[config.mk]
export PLATFORM = sky130hd
export DESIGN_NAME = segmented_counter
export DESIGN_NICKNAME = d
export VERILOG_FILES = /design/src/rtl/segmented_counter.sv
export SDC_FILE = /design/constraint.sdc
export NUM_CORES = 1
export LEC_CHECK = 0
export ABC_CLOCK_PERIOD_IN_PS = 3200
export CORE_UTILIZATION = 40
export CTS_BUF_LIST = sky130_fd_sc_hd__clkbuf_4
export CTS_CLUSTER_DIAMETER = 120
export DETAILED_ROUTE_END_ITERATION = 7
export GPL_TIMING_DRIVEN = 0
export PLACE_DENSITY = 0.83
export SLEW_MARGIN = 20
export SYNTH_ARGS = -nofsm -noshare
export SYNTH_HDL_FRONTEND = slang
export SYNTH_SLANG_ARGS = --single-unit
export TNS_END_PERCENT = 100
[constraint.sdc]
create_clock -name clk -period 3.2 [get_ports clk]
set_clock_uncertainty 0.1 [all_clocks]
set_input_delay 0.64 -clock clk [delete_from_list [all_inputs] [get_ports clk]]
set_output_delay 0.64 -clock clk [all_outputs]
set_load 0.01 [all_outputs]
[src/rtl/segmented_counter.sv]
// segmented_counter: run-time partitionable bank of GRANULARITY-bit counter segments.
// Define SEGCNT_LOAD_EN to make command 11 load the group from load_data_in; otherwise 11 holds.
module segmented_counter #(
    parameter int GRANULARITY  = 4,
    parameter int NUM_SEGMENTS = 4
) (
    input  logic                                clk,
    input  logic                                rst,
    input  logic [2*NUM_SEGMENTS-1:0]           seg_cmd_in,
    input  logic [GRANULARITY*NUM_SEGMENTS-1:0] load_data_in,
    input  logic                                cfg_we_in,
    input  logic [NUM_SEGMENTS-2:0]             link_cfg_in,
    output logic [NUM_SEGMENTS-2:0]             link_cfg_out,
    output logic [GRANULARITY*NUM_SEGMENTS-1:0] data_out,
    output logic [NUM_SEGMENTS-1:0]             wrap_out
);
    localparam int G = GRANULARITY;
    localparam int N = NUM_SEGMENTS;
    localparam int W = G * N;

    logic [N-2:0] link;
    logic [W-1:0] data, data_nxt;
    logic [N-1:0] wrap, wrap_nxt;
    logic [N-1:0] lnk_lo, lnk_up, ones;

    // lnk_lo[i]: segment i joined to the one below; lnk_up[i]: joined to the one above
    assign lnk_lo = {link, 1'b0};
    assign lnk_up = {1'b0, link};

`ifndef SEGCNT_LOAD_EN
    logic unused_load;
    assign unused_load = ^load_data_in;
`endif

    always_comb begin
        logic [1:0]   run_cmd;
        logic         carry;
        logic         run_ones;
        logic [G-1:0] seg;
        logic [G-1:0] ld;
        run_cmd  = 2'b10;
        carry    = 1'b0;
        run_ones = 1'b1;
        seg      = '0;
        ld       = '0;
        data_nxt = data;
        wrap_nxt = '0;
        ones     = '0;
        // ones[i]: segment i and every linked segment above it are all-ones
        for (int i = N - 1; i >= 0; i--) begin
            run_ones = (lnk_up[i] ? run_ones : 1'b1) & (&data[G*i +: G]);
            ones[i]  = run_ones;
        end
        for (int i = 0; i < N; i++) begin
            seg     = data[G*i +: G];
            run_cmd = lnk_lo[i] ? run_cmd : seg_cmd_in[2*i +: 2];
            carry   = lnk_lo[i] ? carry : (run_cmd == 2'b01);
`ifdef SEGCNT_LOAD_EN
            ld = load_data_in[G*i +: G];
`else
            ld = seg;
`endif
            wrap_nxt[i] = !lnk_lo[i] && (run_cmd == 2'b01) && ones[i];
            data_nxt[G*i +: G] = (run_cmd == 2'b00) ? '0 :
                                 (run_cmd == 2'b01) ? seg + G'(carry) :
                                 (run_cmd == 2'b11) ? ld : seg;
            carry = carry & (&seg);
        end
    end

    always_ff @(posedge clk) begin
        if (rst) begin
            data <= '0;
            link <= '0;
            wrap <= '0;
        end else begin
            data <= data_nxt;
            wrap <= wrap_nxt;
            if (cfg_we_in) link <= link_cfg_in;
        end
    end

    assign data_out     = data;
    assign link_cfg_out = link;
    assign wrap_out     = wrap;
endmodule

==> results of run 1 <==
==> path summary, 6_finish.rpt <==
kind / depth (start not counted) / to
worst min register to register: 2 / data_out[3]
worst min-delay path: 2 / data_out[3]
worst max-delay path: 11 / data_out[14]
worst max register to register: 10 / data_out[14]
==> stage by stage <==
stage	TNS (ns)	power [mW]	cells	area [um2]
after CTS	0	0.549	228	1790
after detailed placement	-0.0794	0.415	224	1760
after floorplan	0	0.371	145	1360
final	0	0.543	228	1790
after global placement	-0.0172	0.410	224	1760
after global routing	0	0.572	228	1790
==> power by group through the flow <==
stage                     Sequential [mW]  Clock, mW  Combinational (mW)
after floorplan                     0.305          0              0.0653
after detailed placement            0.304          0               0.112
after global routing                0.299      0.152               0.122
final                               0.298      0.133               0.112
after global placement              0.303          0               0.107
after CTS                           0.298      0.140               0.112
==> critical path, cell delays in order <==
cell and delay (ns):
clkdlybuf4s50_1 0.54, nor2b_4 0.21, a31o_1 0.23, a32o_1 0.28, a31o_1 0.22, ha_1 0.21, ha_1 0.21, nand2_1 0.08
nor2_1 0.06, a32oi_2 0.23, mux2i_1 0.21
==> cell families after synthesis <==
group / count (synthesis) / share of synthesized area (%)
and+or+nand+nor: 61 / 24.9
buffers and inverters: 8 / 3.41
adders and majority gates: 8 / 7.38
DFF: 23 / 33.9
muxes: 10 / 8.67
AOI/OAI and AO/OA: 35 / 21.7
==> layout make-up <==
type / count / area share, %
tap: 44 / 3.08
buffer: 6 / 2.17
clock buffer: 3 / 1.26
sequential: 23 / 25.7
clock inverter: 1 / 0.280
timing repair buffer: 35 / 19.6
multi-input combinational: 114 / 47.5
inverter: 2 / 0.420
==> metal layers <==
metal	global-route usage (%)	share of wire, %	routed length (um)
met3	3.25	3.8	124
met2	36.4	50	1640
met1	23.0	44	1440
met4	7.97	1.6	53
met5	0	0	0
==> registers in the layout, indices dropped and copies added (netlist names) <==
| register | flops |
|---|---|
| data_out | 16 |
| wrap_out | 4 |
| link_cfg_out | 3 |
==> cell usage in the layout, fill, tap and decap left out, drive strengths merged, types with 2 or more instances in the layout <==
master	synthesis	final
and4	3	3
a31o	2	2
nand2b	2	2
nor3	3	3
ha	8	8
a211oi	2	2
nor2	15	15
nand4	2	2
o21ai	7	7
a21oi	12	12
mux2i	9	9
nand3	11	11
a21o	2	2
buf	3	3
dfxtp	23	23
nand2	11	11
inv	2	2
nor2b	3	3
and2	2	2
a22oi	2	2
nand3b	4	4
clkbuf	3	6
clkdlybuf4s50	0	35
==> results.json, run 1 <==
{
  "status": "finished, final reports clean",
  "diodes": 0,
  "grt_pass1_wl_mm": 5.46,
  "arrival_ns": 3.12,
  "hold_start": "data_out[3]",
  "vias_per_cell": 5.54,
  "crit_start": "seg_cmd_in[0]",
  "n_fill_cell": 280,
  "pwr-share-clk_pct": 24.5,
  "multi_input_area_um2": 850,
  "io_buffers": 35,
  "cts-htree-levels": 1,
  "firstDrtPassIters": 4,
  "ir_worst_vdd_uv": 135,
  "synth_top_cell_area_share_pct": 33.9,
  "hpwlAfterDp_mm": 2.53,
  "power_frac_seq_pct": 54.8,
  "comb_power_share_pct": 20.7,
  "track_usage_pct": 20.0,
  "synth_area_leaders": "dfxtp_1, ha_1, mux2i_1, nand3_1, nor2_1",
  "ys_ff_latch": 23,
  "period_needed_ns": 2.98,
  "vias": 1262,
  "ctsRootBufferMaster": "clkbuf_4",
  "drive_gt1_share_pct": 11.4,
  "power.internal_mw": 0.391,
  "maxSlewViolCount": 0,
  "drtIter0Drc": 38,
  "io_pins": 53,
  "syn_nets": 183,
  "cts-buffers-inserted": 3,
  "antenna_found_initial": 0,
  "crit_fanout": 6,
  "netSwitchingFraction_pct": 28.1,
  "setup_viol": 0,
  "ctsHoldBuffers": 0,
  "clkLatencyLatePin_ns": 0.31,
  "synth_edf_count": 0,
  "die_w_um": 60.2,
  "synth.largest_area_cell": "dfxtp_1",
  "cts_tree": "done",
  "synth_most_common_cell": "dfxtp_1",
  "drv_cap": 0,
  "wl_per_cell_um": 14.3,
  "dieArea_mm2": 0.00363,
  "ys_warn_count": 0,
  "p_switching_mw": 0.152,
  "required_ns": 3.34,
  "grt-ovfl-total": 0,
  "clkTransAtPathRegs_ns": 0.13,
  "synth_area_mm2": 0.00136,
  "wirelength_mm": 3.26,
  "area_growth_syn_to_layout_pct": 31.9,
  "grt_pass1_vias": 1236,
  "cts_buffer_depth": 2,
  "maxSlewHeadroom_pct": 67.8,
  "start_util_pct": 43.4,
  "avgSynthCellArea_um2": 9.35,
  "post-place-ws_ns": -0.0794,
  "route.detailed.drc": 0,
  "numClockSinks": 23,
  "async_flop_share_pct": 0,
  "fmax_mhz": 336,
  "routabilityCongestion": 0.869,
  "synth_seq_area_share_pct": 33.9,
  "rsz0062_at_grt": "false",
  "path_class": "input port to register",
  "min_period_over_period_pct": 93.0,
  "syn_inst": 145,
  "core.rowCount": 20,
  "nets": 223,
  "drtAntennaViolNets": 0,
  "hp-class": "register to register",
  "fin_util_pct": 57.2,
  "yosysUniqueCellTypes": 48,
  "dieHeight_um": 60.2,
  "r2r-start": "data_out[2]",
  "dominantRegCellSynth": "dfxtp_1",
  "final_hold_viol_count": 0,
  "cts.repair.resized": 0,
  "start_kind": "input port",
  "synth_commonest_cells": "dfxtp_1, nor2_1, nand2_1, nand3_1, a21oi_1",
  "ff_latch_area_um2": 460,
  "core_area_mm2": 0.00313,
  "power_density_mw_per_mm2": 304,
  "cts_setup_buffers": 0,
  "hold_ws_ns": 0.400,
  "grt_start_max_net_pins": 14,
  "tightest_slew_ns": 0.483,
  "rrSetupSlack_ns": 0.69,
  "finalWorstSetupSlack_ns": 0.224,
  "power_leakage_nw": 0.657,
  "cp-end-kind": "register"
}
Power figures use the tool's default switching activity.
==> run 2: changes to the inputs <==
REMOVE_ABC_BUFFERS = 1   (was not set)
==> run 2 against run 1 <==
Non-clock buffer count down 5. Count of clock-buffer cells in the layout stayed put. Hold slack gained 0.0054 ns. Clock power up 5%. Combinational power down 11%. Power rose by 0.20%.
==> results.json, run 2 (synthesis results as in run 1) <==
{
  "arrival_ns": 3.19,
  "io_pins": 53,
  "ctsRootBufferMaster": "clkbuf_4",
  "tightest_slew_ns": 0.790,
  "grt_pass1_wl_mm": 4.69,
  "maxSlewHeadroom_pct": 47.1,
  "cts.repair.resized": 0,
  "area_growth_syn_to_layout_pct": 30.0,
  "r2r_cells": 10,
  "power_leakage_nw": 0.635,
  "ctsHoldBuffers": 0,
  "r2r-start": "link_cfg_out[0]",
  "hpwlAfterDp_mm": 2.30,
  "core_area_mm2": 0.00313,
  "wirelength_mm": 3.02,
  "timing.rr.end": "data_out[14]",
  "drv_cap": 0,
  "status": "finished, final reports clean",
  "drtIter0Drc": 43,
  "hp-class": "register to register",
  "core.rowCount": 20,
  "layout_common_cells": "clkdlybuf4s50_1, dfxtp_1, nor2_1",
  "die_w_um": 60.2,
  "vias_per_cell": 5.42,
  "dieArea_mm2": 0.00363,
  "rrSetupSlack_ns": 0.57,
  "p_switching_mw": 0.156,
  "maxSlewViolCount": 0,
  "io_buffers": 36,
  "power_density_mw_per_mm2": 309,
  "hold_start": "data_out[11]",
  "largest_reg_flops": 16,
  "dpl_cell_area_mm2": 0.00173,
  "path_depth": 11,
  "final_hold_viol_count": 0,
  "layout_commonest_cell": "clkdlybuf4s50_1",
  "grt-ovfl-total": 0,
  "start_kind": "input port",
  "cts-htree-levels": 1,
  "cts_setup_buffers": 0,
  "grt_pass1_vias": 1084,
  "nets": 218,
  "route.detailed.drc": 0,
  "setup_viol": 0,
  "dieHeight_um": 60.2,
  "vias": 1209,
  "routabilityCongestion": 0.787,
  "crit_family": "compound AO/OA/AOI/OAI gates",
  "clkTransAtPathRegs_ns": 0.13,
  "track_usage_pct": 17.3,
  "total_power_mw": 0.544,
  "diodes": 0,
  "pwr-share-clk_pct": 25.7,
  "wl_per_cell_um": 13.6,
  "cp_cell_sequence": "clkdlybuf4s50_1, nor2b_4, a31o_1, a32o_1, a31o_1, ha_1, ha_1, nand2_1, nor2_1, a32oi_2, mux2i_1",
  "critPathCapture": "data_out[14]",
  "hold_ws_ns": 0.405,
  "firstDrtPassIters": 4,
  "crit_slowest_cell": "clkdlybuf4s50_1",
  "critPathMaxStageDelay_ns": 0.69,
  "crit_start": "seg_cmd_in[1]",
  "grt_start_max_net_pins": 22,
  "cp_num_buf_inv": 1,
  "crit_fanout": 9,
  "ir_worst_vdd_uv": 166,
  "start_util_pct": 43.4,
  "rsz0062_at_grt": "false",
  "drive_gt1_share_pct": 9.50,
  "finalInstanceArea_mm2": 0.00176,
  "antenna_found_initial": 0,
  "numClockSinks": 23,
  "power.internal_mw": 0.389,
  "fmax_mhz": 330,
  "cts_tree": "done",
  "path_class": "input port to register",
  "clkLatencyLatePin_ns": 0.32,
  "drtAntennaViolNets": 0,
  "power_frac_seq_pct": 55.9,
  "comb_power_share_pct": 18.4,
  "min_period_over_period_pct": 94.8,
  "cts_buffer_depth": 2,
  "cts-buffers-inserted": 3,
  "period_needed_ns": 3.03,
  "required_ns": 3.36,
  "netSwitchingFraction_pct": 28.6,
  "fin_util_pct": 56.4,
  "cp-end-kind": "register"
}
==> run 2: changes by cell type in the layout (fill, tap and decap cells not counted) <==
| cell | previous run | this run |
|---|---|---|
| clkdlybuf4s50_1 | 35 | 36 |
| clkinvlp_4 | 0 | 1 |
| clkinv_2 | 1 | 0 |
| clkbuf_4 | 4 | 3 |
| clkbuf_1 | 2 | 0 |
| buf_6 | 1 | 0 |
| buf_4 | 1 | 0 |
| buf_2 | 1 | 0 |
==> run 2: tightest hold or removal path: cells and delay by family, from the launching register on <==
family / cells / cell delay, ns
simple gates: 1 / 0.07
compound gates: 1 / 0.05
flops: 1 / 0.35
==> run 2: metal layers <==
| metal | vias up | wire length, um | global-route usage (%) |
|---|---|---|---|
| met2 | 25 | 1480 | 30.5 |
| met3 | 4 | 66 | 1.95 |
| met4 | 0 | 55 | 9.30 |
| li1 | 608 | - | - |
| met5 | - | 0 | 0 |
| met1 | 572 | 1420 | 20.3 |
==> run 2: worst min-delay path by stage <==
stage	to	cells past startpoint
6_report	data_out[11]	2
3_3_place_gp	data_out[3]	2
5_1_grt	data_out[11]	2
2_1_floorplan	data_out[3]	2
4_1_cts	data_out[11]	2
3_5_place_dp	data_out[11]	2
==> run 2: area by class of cell <==
cell class              instances  area, um2
clock buffers                   3       22.5
well taps                      44       55.1
flip-flops and latches         23        460
repair buffers                 36        360
fillers                       275       1370
inverters                       2       7.51
clock inverters                 1       7.51
multi-input cells             114        850
==> run 2: metrics by stage <==
stage / std cells / worst slack [ns] / setup TNS [ns]
final: 223 / 0.166 / 0
after global routing: 223 / 0.0841 / 0
after CTS: 223 / 0.178 / 0
after detailed placement: 219 / -0.162 / -0.162
after global placement: 219 / -0.0725 / -0.0725
after floorplan: 139 / 0.712 / 0
==> run 2: power by group through the flow <==
stage | Combinational (mW) | Clock [mW] | Sequential, mW
2_1_floorplan | 0.0517 | 0 | 0.311
3_3_place_gp | 0.0956 | 0 | 0.310
3_5_place_dp | 0.100 | 0 | 0.310
4_1_cts | 0.101 | 0.145 | 0.304
5_1_grt | 0.109 | 0.158 | 0.306
6_report | 0.100 | 0.140 | 0.304
==> run 3: changes to the inputs <==
TNS_END_PERCENT = 50   (was 100)
==> results of run 3 <==
The final DEF is identical to that of run 2; final timing and power are the same.
